File: src/rtl/rock_step_scheduler_pkg.sv
// Shared definitions for the rocking control loop: FSM state encoding and
// the sensor/actuator widths used by the neighbouring loop blocks.
package rock_pkg;

  localparam int STATE_W = 3;
  localparam int SENS_W  = 8;
  localparam int AF_W    = 4;

  localparam logic [STATE_W-1:0] ST_IDLE    = 3'd0;
  localparam logic [STATE_W-1:0] ST_SETTLE  = 3'd1;
  localparam logic [STATE_W-1:0] ST_MEASURE = 3'd2;
  localparam logic [STATE_W-1:0] ST_STEP    = 3'd3;
  localparam logic [STATE_W-1:0] ST_HOLD    = 3'd4;
  localparam logic [STATE_W-1:0] ST_DONE    = 3'd5;
  localparam logic [STATE_W-1:0] ST_FAULT   = 3'd6;

  typedef enum logic [STATE_W-1:0] {
    S_IDLE    = ST_IDLE,
    S_SETTLE  = ST_SETTLE,
    S_MEASURE = ST_MEASURE,
    S_STEP    = ST_STEP,
    S_HOLD    = ST_HOLD,
    S_DONE    = ST_DONE,
    S_FAULT   = ST_FAULT
  } state_t;

endpackage

File: src/rtl/rock_step_scheduler_if.sv
// Bundle between the session controller / stress estimator (master side)
// and the step scheduler (slave side).
//
// Signalling: there is no valid/ready pair here. enable, stressGezakt and
// huilVolume are levels sampled on every rising clk edge. step_req is a
// single-cycle strobe with no back-pressure: the path finder must take the
// step in the cycle it sees it. eval_en, calm_done and fault are registered
// levels that hold for as long as the scheduler stays in the matching state.
interface rock_step_scheduler_if;

  logic                        enable;
  logic                        stressGezakt;
  logic [rock_pkg::SENS_W-1:0]  huilVolume;
  logic                        step_req;
  logic                        eval_en;
  logic                        calm_done;
  logic                        fault;
  logic [7:0]                  step_cnt;
  logic [rock_pkg::STATE_W-1:0] state;

  modport master (
    output enable, stressGezakt, huilVolume,
    input  step_req, eval_en, calm_done, fault, step_cnt, state
  );

  modport slave (
    input  enable, stressGezakt, huilVolume,
    output step_req, eval_en, calm_done, fault, step_cnt, state
  );

endinterface

File: src/rtl/rock_step_scheduler_timer.sv
// Cycle timer shared by the SETTLE, MEASURE and HOLD phases. Counts up while
// inc is high, returns to zero on clr, and flags when the count equals the
// limit supplied by the current phase.
module rock_timer #(
  parameter int CNT_W = 16
) (
  input  logic             clk,
  input  logic             reset,
  input  logic             clr,
  input  logic             inc,
  input  logic [CNT_W-1:0] limit,
  output logic             hit
);

  logic [CNT_W-1:0] cnt_q;

  // Counter register: clear dominates increment.
  always_ff @(posedge clk) begin
    if (!reset) begin
      cnt_q <= '0;
    end else if (clr) begin
      cnt_q <= '0;
    end else if (inc) begin
      cnt_q <= cnt_q + CNT_W'(1);
    end
  end

  assign hit = (cnt_q == limit);

endmodule

File: src/rtl/rock_step_scheduler.sv
// Step scheduler for the rocking loop: settle after each A/F change, measure
// the stress estimate, then either hold a calming setting or ask the path
// finder for the next step, within a bounded step budget.
module rock_step_scheduler
  import rock_pkg::*;
#(
  parameter int CNT_W      = 16,
  parameter int SETTLE_CYC = 1000,
  parameter int MEAS_CYC   = 500,
  parameter int HOLD_CYC   = 2000,
  parameter int MAX_STEPS  = 15,
  parameter int QUIET_THR  = 20
) (
  input  logic                 clk,
  input  logic                 reset,
  rock_step_scheduler_if.slave bus
);

  localparam logic [CNT_W-1:0] SETTLE_LIM = CNT_W'(SETTLE_CYC - 1);
  localparam logic [CNT_W-1:0] MEAS_LIM   = CNT_W'(MEAS_CYC - 1);
  localparam logic [CNT_W-1:0] HOLD_LIM   = CNT_W'(HOLD_CYC - 1);
  localparam logic [7:0]       MAX_S      = 8'(MAX_STEPS);
  localparam logic [SENS_W-1:0] QUIET_LIM = SENS_W'(QUIET_THR);

  state_t           state_q, state_d;
  logic [7:0]       step_cnt_q, step_cnt_d;
  logic             drop_q, drop_d;
  logic             timer_clr, timer_inc, timer_hit;
  logic [CNT_W-1:0] timer_lim;
  logic             step_req_q, eval_en_q, calm_done_q, fault_q;

  rock_timer #(.CNT_W(CNT_W)) u_timer (
    .clk   (clk),
    .reset (reset),
    .clr   (timer_clr),
    .inc   (timer_inc),
    .limit (timer_lim),
    .hit   (timer_hit)
  );

  // Terminal count for whichever timed phase is active.
  always_comb begin
    timer_lim = HOLD_LIM;
    case (state_q)
      S_SETTLE:  timer_lim = SETTLE_LIM;
      S_MEASURE: timer_lim = MEAS_LIM;
      default:   timer_lim = HOLD_LIM;
    endcase
  end

  // Next-state, step budget, drop flag and timer control.
  always_comb begin
    state_d    = state_q;
    step_cnt_d = step_cnt_q;
    drop_d     = drop_q;
    timer_clr  = 1'b0;
    timer_inc  = 1'b0;
    if (state_q != S_IDLE && !bus.enable) begin
      // Session abort wins over any terminal event this cycle.
      state_d    = S_IDLE;
      step_cnt_d = '0;
      drop_d     = 1'b0;
      timer_clr  = 1'b1;
    end else begin
      case (state_q)
        S_IDLE: begin
          timer_clr = 1'b1;
          if (bus.enable) begin
            state_d    = S_SETTLE;
            step_cnt_d = '0;
          end
        end
        S_SETTLE: begin
          if (timer_hit) begin
            state_d   = S_MEASURE;
            timer_clr = 1'b1;
          end else begin
            timer_inc = 1'b1;
          end
        end
        S_MEASURE: begin
          if (timer_hit) begin
            // A drop seen on the final window cycle still counts.
            state_d   = (drop_q || bus.stressGezakt) ? S_HOLD : S_STEP;
            drop_d    = 1'b0;
            timer_clr = 1'b1;
          end else begin
            timer_inc = 1'b1;
            if (bus.stressGezakt) drop_d = 1'b1;
          end
        end
        S_STEP: begin
          timer_clr = 1'b1;
          if (step_cnt_q != MAX_S) step_cnt_d = step_cnt_q + 8'd1;
          state_d = (step_cnt_d == MAX_S) ? S_FAULT : S_SETTLE;
        end
        S_HOLD: begin
          if (bus.huilVolume >= QUIET_LIM) begin
            // Baby got loud again: re-measure the current setting.
            state_d   = S_MEASURE;
            timer_clr = 1'b1;
          end else if (timer_hit) begin
            state_d   = S_DONE;
            timer_clr = 1'b1;
          end else begin
            timer_inc = 1'b1;
          end
        end
        default: timer_clr = 1'b1;
      endcase
    end
  end

  // FSM registers with outputs decoded from the next state so they line up
  // with the state register.
  always_ff @(posedge clk) begin
    if (!reset) begin
      state_q     <= S_IDLE;
      step_cnt_q  <= '0;
      drop_q      <= 1'b0;
      step_req_q  <= 1'b0;
      eval_en_q   <= 1'b0;
      calm_done_q <= 1'b0;
      fault_q     <= 1'b0;
    end else begin
      state_q     <= state_d;
      step_cnt_q  <= step_cnt_d;
      drop_q      <= drop_d;
      step_req_q  <= (state_d == S_STEP);
      eval_en_q   <= (state_d == S_MEASURE);
      calm_done_q <= (state_d == S_DONE);
      fault_q     <= (state_d == S_FAULT);
    end
  end

  assign bus.step_req  = step_req_q;
  assign bus.eval_en   = eval_en_q;
  assign bus.calm_done = calm_done_q;
  assign bus.fault     = fault_q;
  assign bus.step_cnt  = step_cnt_q;
  assign bus.state     = state_q;

endmodule

File: src/flat_wrapper.sv
// flat-port wrapper written by rule: the top's interface ports become plain ports
module rock_step_scheduler_flat import rock_pkg::*;
#(
  parameter int CNT_W      = 16,
  parameter int SETTLE_CYC = 1000,
  parameter int MEAS_CYC   = 500,
  parameter int HOLD_CYC   = 2000,
  parameter int MAX_STEPS  = 15,
  parameter int QUIET_THR  = 20
)
  (clk, reset, bus_enable, bus_stressGezakt, bus_huilVolume, bus_step_req, bus_eval_en, bus_calm_done, bus_fault, bus_step_cnt, bus_state);
  rock_step_scheduler_if bus_i ();
  input  logic clk;
  input  logic reset;
  input wire logic [$bits(bus_i.enable)-1:0] bus_enable;
  input wire logic [$bits(bus_i.stressGezakt)-1:0] bus_stressGezakt;
  input wire logic [$bits(bus_i.huilVolume)-1:0] bus_huilVolume;
  output wire logic [$bits(bus_i.step_req)-1:0] bus_step_req;
  output wire logic [$bits(bus_i.eval_en)-1:0] bus_eval_en;
  output wire logic [$bits(bus_i.calm_done)-1:0] bus_calm_done;
  output wire logic [$bits(bus_i.fault)-1:0] bus_fault;
  output wire logic [$bits(bus_i.step_cnt)-1:0] bus_step_cnt;
  output wire logic [$bits(bus_i.state)-1:0] bus_state;
  assign bus_i.enable = bus_enable;
  assign bus_i.stressGezakt = bus_stressGezakt;
  assign bus_i.huilVolume = bus_huilVolume;
  assign bus_step_req = bus_i.step_req;
  assign bus_eval_en = bus_i.eval_en;
  assign bus_calm_done = bus_i.calm_done;
  assign bus_fault = bus_i.fault;
  assign bus_step_cnt = bus_i.step_cnt;
  assign bus_state = bus_i.state;
  rock_step_scheduler #(.CNT_W(CNT_W), .SETTLE_CYC(SETTLE_CYC), .MEAS_CYC(MEAS_CYC), .HOLD_CYC(HOLD_CYC), .MAX_STEPS(MAX_STEPS), .QUIET_THR(QUIET_THR)) u_core (.clk(clk), .reset(reset), .bus(bus_i));
endmodule
File: config.mk
export PLATFORM = sky130hd
export DESIGN_NAME = rock_step_scheduler_flat
export DESIGN_NICKNAME = d
export VERILOG_FILES = /design/src/rtl/rock_step_scheduler_pkg.sv /design/src/rtl/rock_step_scheduler_if.sv /design/src/rtl/rock_step_scheduler_timer.sv /design/src/rtl/rock_step_scheduler.sv /design/src/flat_wrapper.sv
export SDC_FILE = /design/constraint.sdc
export NUM_CORES = 1
export LEC_CHECK = 0
export ABC_CLOCK_PERIOD_IN_PS = 8200
export CORE_MARGIN = 1
export CORE_UTILIZATION = 45
export CTS_BUF_LIST = sky130_fd_sc_hd__clkbuf_4
export DETAILED_ROUTE_END_ITERATION = 12
export MAX_ROUTING_LAYER = met4
export PLACE_DENSITY = 0.74
export SLEW_MARGIN = 20
export SYNTH_ARGS = -nofsm -noshare
export SYNTH_HDL_FRONTEND = slang
export SYNTH_HIERARCHICAL = 1
export SYNTH_SLANG_ARGS = --single-unit
File: constraint.sdc
create_clock -name clk -period 8.2 [get_ports clk]
set_input_delay 2.46 -clock clk [delete_from_list [all_inputs] [get_ports clk]]
set_output_delay 2.46 -clock clk [all_outputs]
set_load 0.05 [all_outputs]
==> results.md <==
* Outcome: finished, final reports clean
* Clk pwr share at 0.304
* Worst path max stage delay at 0.55 ns
* Worst EP arrival at 5.05 ns
* First-pass iteration count of the detailed router at 4
* Count leader, synth: dfxtp_1
* Final Max Slew Viols at 0
* Yosys top cell area share at 0.314
* Area leader, netlist: dfxtp_1
* Die W at 69.4 um
* Initial antenna violation count at 0
* Post-cts sizing count at 0
* Clk_lat worst skew at 0.33 ns
* Placed Cells at 310
* Clk root buf: clkbuf_4
* Mean post-synth cell area at 8.58 um^2
* Net switching power at 68.9 uW
* First-pass GRT wire length at 7450 um
* Setup TNS Final at 0 ns
* Antenna-violating nets left at 0
* Mapped Area at 2040 um^2
* Clock Tree Buf Depth at 2
* Leakage at 0.000713 uW
* Gr usage total at 0.195
* CTS tree: yes
* WP buf/inv at 1
* PortBufs at 24
* Largest net degree at the start of global routing at 21
* Die footprint at 4810 um^2
* Comb power frac at 0.107
* Htree depth at 2
* Clk pin slew, worst setup/hold paths at 0.09 ns
* Crit path required time at 8.46 ns
* WS Path Type: input pin to flop
* HP Class: flop to flop
* Final WL at 4270 um
* Main synth FF type: dfxtp_1
* Initial core utilization at 0.469
* Post-synthesis register bit count at 32
* GP Congestion at 0.814
* Slew headroom at 0.571
* Critical Path End Type: flop
* Clk_skew at 0.00560 ns
* Via Count at 1782
* Crit-path max FO at 6
* Vias per inst at 5.62
* Vias in the first global route at 1696
* Syn Inst Count at 238
* Wire length per cell at 13.5 um
* Worst-Margin Slew at 0.639 ns
* Max-cap violations at 0
* Final core utilization at 0.532
* CTS Sinks at 32
* Reg power frac at 0.590
* PwrDens at 115 nW/um^2
* Core footprint at 4350 um^2
* Hold Buf Count CTS at 0
* Fill count at 414
* Yosys warning count at 6
* Residual DRC at 0
* Max Fclk at 209 MHz
* Slowest CP cell: nor3_1
* Fraction of registers with async set or reset after synthesis at 0
* Final period util at 0.584
* IO Count at 27
* Num CTS Buffers at 5
* Final nets at 279
* Top post-synthesis cells by area: dfxtp_1 (31%), xnor2_1 (8.1%), nor2_1 (4.2%)
* EDFF count, synth at 0
* Post-DP HPWL at 2980 um
* N_diodes at 0
* Setup Fix Bufs, Post-CTS at 0
* DR iter-0 viols at 154
* CP Launch Type: input pin
* # setup viols final at 0
* RSZ-0062 raised after global routing: no
* Tmin final at 4.79 ns
* Unique masters post-synth at 58
* Area Growth Syn to Fin at 13.4%
* P_int at 199 uW
* Most frequent cells after synthesis: dfxtp_1 (32), nor2_1 (23), xnor2_1 (19)
* VDD IR max at 0.106 mV
* Die Y at 69.4 um
* Layout cells sized above 1 at 0.0981
* Num rows at 24
* Cell Chain, Critical Path: clkdlybuf4s50_1, nor3_1, a31oi_1, o21ai_0, and3b_1, and4_1, nand3_4, or3_1, a21oi_1
* Seq/Total Area, Yosys at 0.314
* Final hold vios at 0
* Switching Share at 0.258
* Finished Layout Cells at 317
* Crit path max-delay family: simple AND/OR/NAND/NOR gates
* GRT Residual Overflow at 0
## metal layers
metal,GRT usage,vias up,part of all wire
met5,-,-,0
met4,0.0907,0,0.016
met3,0.0407,6,0.030
met2,0.321,30,0.51
met1,0.227,841,0.45
li1,-,905,-
## state kept, by name, summed over array words and instances, names as in the netlist
| signal | cells |
|---|---|
| u_core/u_timer/cnt_q | 16 |
| u_core/bus.step_cnt | 8 |
| u_core/bus.state | 3 |
| u_core/bus.calm_done | 1 |
| u_core/bus.eval_en | 1 |
| u_core/bus.fault | 1 |
| u_core/bus.step_req | 1 |
| u_core/drop_q | 1 |
## logic make-up after synthesis
| kind of cell | share of synthesized area |
|---|---|
| other cells | 0.00368 |
| flops | 0.314 |
| fa+ha+maj | 0.0123 |
| xor+xnor | 0.120 |
| buf+inv | 0.0686 |
| simple gates | 0.292 |
| mux | 0.00490 |
| compound gates | 0.185 |
## cell usage in the layout (no fill, tap or decap), types with 3 or more instances in the layout
master / instances
a211oi_1: 3
a21o_1: 3
a21oi_1: 13
a311oi_1: 3
a41oi_1: 3
and3b_1: 3
and4_1: 3
clkbuf_4: 5
clkdlybuf4s50_1: 24
conb_1: 10
dfxtp_1: 32
inv_1: 5
nand2_1: 17
nand2b_1: 4
nand3_1: 4
nand4_1: 11
nor2_1: 23
nor2b_1: 4
nor3_1: 4
o21ai_0: 16
or3_1: 5
xnor2_1: 19
xor2_1: 9
## stage by stage
step,setup WS [ns],power (uW),hold slack [ns],instance area [um^2]
detailed placement,3.08,190,0.504,2270
CTS,3.44,272,0.519,2320
global placement,3.11,189,0.491,2270
finish,3.41,267,0.520,2320
global route,3.13,281,0.557,2320
floorplan,3.88,182,0.470,2070
## area by class of cell
cell class	instances	area [um^2]	area share
tap	52	65.1	0.0281
sequential	32	641	0.277
clock inverter	2	7.51	0.00324
inverter	5	18.8	0.00810
clock buffer	5	37.5	0.0162
multi-input combinational	195	1290	0.558
timing repair buffer	26	255	0.110
## final timing paths
path | start | endpoint | slack [ns] | cells past startpoint
worst max-delay path | bus_huilVolume[7] | u_core/u_timer/cnt_q[15]$_SDFFE_PP0P_ | 3.41 | 9
worst min-delay path | u_core/u_timer/cnt_q[15]$_SDFFE_PP0P_ | u_core/u_timer/cnt_q[15]$_SDFFE_PP0P_ | 0.52 | 2
worst max register to register | u_core/bus.state[1]$_SDFF_PN0_ | u_core/u_timer/cnt_q[15]$_SDFFE_PP0P_ | 5.20 | 12
worst min register to register | u_core/u_timer/cnt_q[15]$_SDFFE_PP0P_ | u_core/u_timer/cnt_q[15]$_SDFFE_PP0P_ | 0.52 | 2
## power by group through the flow
stage / sequential (uW) / clock (uW) / combinational [uW]
global placement: 161 / 0 / 27.8
finish: 158 / 81.3 / 28.5
floorplan: 162 / 0 / 19.9
detailed placement: 161 / 0 / 28.3
CTS: 158 / 85.5 / 28.4
global route: 158 / 91.6 / 31.2
## worst reg2reg max path: cells and delay by family (launching register included)
kind	cells	cell delay, ns
XOR/XNOR	1	0.14
buffers and inverters	2	0.27
AND/OR/NAND/NOR	7	1.47
flip-flops	1	0.70
AO/OA/AOI/OAI	2	0.35
Note: power is estimated with default switching activity, not from simulation.
